[config.mk]
export PLATFORM = sky130hd
export DESIGN_NAME = vga_frame_gen
export DESIGN_NICKNAME = d
export VERILOG_FILES = /design/src/rtl/vga_frame_gen.sv
export SDC_FILE = /design/constraint.sdc
export NUM_CORES = 1
export LEC_CHECK = 0
export BUFFER_PORTS_ARGS = -buffer_cell sky130_fd_sc_hd__buf_2
export CAP_MARGIN = 20
export CORE_ASPECT_RATIO = 1.4
export CORE_MARGIN = 5
export CORE_UTILIZATION = 53
export CTS_CLUSTER_DIAMETER = 80
export DETAILED_ROUTE_END_ITERATION = 8
export GPL_TIMING_DRIVEN = 0
export PLACE_DENSITY = 0.89
export SLEW_MARGIN = 5
export SYNTH_ARGS = -nofsm -noshare
export SYNTH_HDL_FRONTEND = slang
export SYNTH_SLANG_ARGS = --single-unit
[constraint.sdc]
create_clock -name vga_clk -period 2.01 [get_ports vga_clk]
set_input_delay 0.3015 -clock vga_clk [delete_from_list [all_inputs] [get_ports vga_clk]]
set_output_delay 0.3015 -clock vga_clk [all_outputs]
set_load 0.01 [all_outputs]
[src/rtl/vga_frame_gen.sv]
// vga_frame_gen
// Frame-rate pulse generator on the VGA pixel clock. A one-cycle key strobe
// toggles the generator between IDLE and RUN. In RUN, a horizontal and a
// vertical counter track the raster (H_TOTAL x V_TOTAL clocks per frame).
// A registered one-cycle `frame` pulse marks every wrap of both counters
// back to (0, 0).
//
// Ports:
//   vga_clk     in   pixel clock; all logic on its rising edge
//   sys_rst_n   in   asynchronous active-low reset
//   key_flag    in   debounced key strobe; each high edge toggles run/stop
//   frame       out  registered one-cycle pulse at each frame boundary
//   dbg_state_o out  current FSM state (0 = IDLE, 1 = RUN)
//   dbg_h_cnt_o out  horizontal raster counter
//   dbg_v_cnt_o out  vertical raster counter
//
// Strobe semantics: key_flag carries no handshake. Every rising edge of
// vga_clk that sees key_flag = 1 toggles the state, and that toggle wins
// over a frame wrap on the same edge (a stop on the wrap edge emits no pulse).
module vga_frame_gen #(
  parameter int H_TOTAL = 800,
  parameter int V_TOTAL = 525,
  parameter int CNT_W   = 10
) (
  input  logic             vga_clk,
  input  logic             sys_rst_n,
  input  logic             key_flag,
  output logic             frame,
  output logic             dbg_state_o,
  output logic [CNT_W-1:0] dbg_h_cnt_o,
  output logic [CNT_W-1:0] dbg_v_cnt_o
);

  typedef enum logic {
    IDLE = 1'b0,
    RUN  = 1'b1
  } state_e;

  localparam logic [CNT_W-1:0] H_LAST = CNT_W'(H_TOTAL - 1);
  localparam logic [CNT_W-1:0] V_LAST = CNT_W'(V_TOTAL - 1);
  localparam logic [CNT_W-1:0] CNT_ONE = CNT_W'(1);

  state_e           state_q, state_d;
  logic [CNT_W-1:0] h_cnt_q, h_cnt_d;
  logic [CNT_W-1:0] v_cnt_q, v_cnt_d;
  logic             frame_q, frame_d;

  logic h_last;
  logic v_last;

  assign h_last = (h_cnt_q == H_LAST);
  assign v_last = (v_cnt_q == V_LAST);

  always_ff @(posedge vga_clk or negedge sys_rst_n) begin
    if (!sys_rst_n) begin
      state_q <= IDLE;
      h_cnt_q <= '0;
      v_cnt_q <= '0;
      frame_q <= 1'b0;
    end else begin
      state_q <= state_d;
      h_cnt_q <= h_cnt_d;
      v_cnt_q <= v_cnt_d;
      frame_q <= frame_d;
    end
  end

  // Counters default to 0 so both the IDLE hold and every state toggle
  // (start or stop) leave the raster at (0, 0) after the edge.
  always_comb begin
    state_d = state_q;
    h_cnt_d = '0;
    v_cnt_d = '0;
    frame_d = 1'b0;
    unique case (state_q)
      IDLE: begin
        if (key_flag) begin
          state_d = RUN;
        end
      end
      RUN: begin
        if (key_flag) begin
          state_d = IDLE;
        end else if (h_last) begin
          h_cnt_d = '0;
          v_cnt_d = v_last ? '0 : (v_cnt_q + CNT_ONE);
          frame_d = v_last;
        end else begin
          h_cnt_d = h_cnt_q + CNT_ONE;
          v_cnt_d = v_cnt_q;
        end
      end
      default: begin
        state_d = IDLE;
      end
    endcase
  end

  assign frame       = frame_q;
  assign dbg_state_o = state_q;
  assign dbg_h_cnt_o = h_cnt_q;
  assign dbg_v_cnt_o = v_cnt_q;

endmodule

==> flow_summary.yaml <==
sta:
  rsz0062_at_grt: "no"
  tightest_slew_ns: 0.4915
  setup_viol: 0
  fin_skew_ns: 0.003191
  finalMaxSlewViolations: 0
  relSlewSlack: 0.6724
  setup_slack_ns: 0.1283
  fmax_ghz: 0.5314
  fin_crit_ns: 1.882
  fin_crit_sh: 0.9362
  setup_tns_ns: 0
  fin_hold_ws_ns: 0.3253
  final_hold_viol_count: 0
setup_path:
  endpoint_kind: "flip-flop"
  path_max_fanout: 10
  worstPathRequired_ns: 2.21
  arrival_ns: 2.08
  worstSetupStartpointType: "flip-flop"
  crit_type: "flip-flop to flip-flop"
drt:
  wl_per_cell_um: 14.90
  drt_drc_violations_left: 0
  drt-initial-drc-count: 18
  vias: 1020
  post_drt_via_cell_ratio: 5.965
  ant_nets: 0
  routed_wl_mm: 2.548
  first_pass_iters: 4
synthesis:
  synth-seq-area-share: 0.4696
  ys_types: 31
  synthArstFlopShare: 1.000
  yosys_register_bits: 22
  avgSynthCellArea_um2: 9.852
  ys_warn_count: 0
  syn_nets: 126
  synth_edf_count: 0
  syn_area_mm2: 0.001172
  ys.flop_type: "dfrtp_1"
  syn_inst: 119
job:
  max-cap-violations: 0
cts:
  cts-root-buf: "clkbuf_4"
  cts_max_path_buffers: 2
  worstSkewPairLatency_ns: 0.30
  htreeDepth: 1
  cts.sinks: 22
  cts_tree: "built"
  cts_buffers: 3
  clk_pin_slew_ns: 0.12
grt:
  grt_pass1_vias: 1049
  globalRouteTotalUtil: 0.1779
  grt_pass1_wl_mm: 4.650
  antenna_found_initial: 0
  grt_max_degree: 23
  overflow: 0
layout:
  final_common_cell: "buf_2"
  stdcell_area_mm2: 0.001384
  n_antenna_cell: 0
  final_cell_mix: "buf_2, dfrtp_1, nor2_1"
  area_growth_pct: 18.04
  nets: 157
  drive_gt1_frac: 0.2685
  fillerInstances: 188
floorplan:
  die_h_um: 65.65
  core_region_area_mm2: 0.002152
  pin_count: 25
  fp.dieW_um: 49.75
  num_rows: 20
  die_area_mm2: 0.003266
  initial_core_util: 0.5448
min_path:
  hp-class: "input port to flip-flop"
placement:
  preCtsSetupSlack_ns: -0.006669
  io_buffers: 24
  dpl.hpwl_mm: 1.921
  finalWeightedCongestion: 0.7693
  post_dp_cell_area_mm2: 0.001320
outcome:
  status: "completed"
power:
  max-vdd-ir-drop_mv: 0.3478
  p_leak_nw: 0.6582
  cellPowerDensity_mw_per_mm2: 765.4
  p_total_mw: 1.059
[cells in the mapped netlist (2+ instances only)]
library cell | instances | area (µm²)
a22o_1 | 7 | 61.31
dfrtp_1 | 22 | 550.5
ha_1 | 4 | 50.05
inv_1 | 8 | 30.03
nand2_1 | 9 | 33.78
nand3_1 | 6 | 30.03
nand4_1 | 5 | 31.28
nor2_1 | 14 | 52.55
nor2b_1 | 2 | 12.51
nor3_1 | 8 | 40.04
nor4_1 | 2 | 12.51
o21ai_0 | 5 | 25.02
o21ai_1 | 2 | 10.01
or3_1 | 2 | 12.51
xnor2_1 | 4 | 35.03
xor2_1 | 4 | 35.03
[layout make-up]
class | instances | area [µm²] | area share
Multi-Input combinational cell | 88 | 594.3 | 0.4295
Sequential cell | 22 | 550.5 | 0.3978
Timing Repair Buffer | 26 | 137.6 | 0.09946
Clock buffer | 4 | 36.28 | 0.02622
Inverter | 8 | 30.03 | 0.02170
Tap cell | 22 | 27.53 | 0.01989
Buffer | 1 | 7.507 | 0.005425
[metal layers]
layer  part of all wire  track usage  routed length (µm)
met1               0.39       0.1983                 992
met2               0.55       0.3392                1408
met3              0.050      0.02721                 128
met4             0.0075      0.04918                  19
met5                  0            0                   0
[through the flow]
| stage | instances | util |
|---|---|---|
| 2_1_floorplan | 119 | - |
| 3_3_place_gp | 165 | 0.6134 |
| 3_5_place_dp | 165 | 0.6134 |
| 4_1_cts | 170 | 0.6384 |
| 5_1_grt | 171 | 0.6430 |
| 6_report | 171 | 0.6430 |
[critical path: stages (launching register included)]
cell and delay, ns:
dfrtp_1 0.41, ha_2 0.23, nand4_1 0.15, o41ai_2 0.39, buf_4 0.23, o21ai_0 0.11, a22o_1 0.25
[report_power, final]
group          internal (mW)  switching (mW)  total (mW)
clock                  0.110           0.128       0.239
sequential             0.478          0.0385       0.516
combinational          0.119           0.186       0.304
[worst paths after layout]
path	startpoint	end	slack [ns]	cells past startpoint
max	dbg_h_cnt_o[1]	dbg_v_cnt_o[7]	0.13	6
min	key_flag	dbg_h_cnt_o[4]	0.33	4
max reg2reg	dbg_h_cnt_o[1]	dbg_v_cnt_o[7]	0.13	6
min reg2reg	dbg_h_cnt_o[0]	dbg_h_cnt_o[0]	0.58	2
max in group asynchronous	sys_rst_n	dbg_v_cnt_o[2]	1.18	2
min in group asynchronous	sys_rst_n	dbg_h_cnt_o[5]	0.50	2
[registers in the layout (all words and copies together), names as in the netlist]
| name | flops |
|---|---|
| dbg_state_o | 1 |
| frame | 1 |
| dbg_h_cnt_o | 10 |
| dbg_v_cnt_o | 10 |
[logic make-up after synthesis]
group / count (synthesis) / synth area share
buffers and inverters: 9 / 0.03202
AO/OA/AOI/OAI: 20 / 0.1451
AND/OR/NAND/NOR: 55 / 0.2423
adder cells (fa/ha/maj): 4 / 0.04269
XOR/XNOR: 8 / 0.05976
multiplexers: 1 / 0.008538
flip-flops: 22 / 0.4696
[repair_timing]
action | CTS | global route
endpoints found under the setup margin | 2 | 12
pin swaps | 0 | 1
hold buffers | 1 | 0
gates resized for setup | 1 | 1
hold endpoints to repair | 22 | 0
setup buffers | 0 | 1
(Power assumes the default switching activity.)
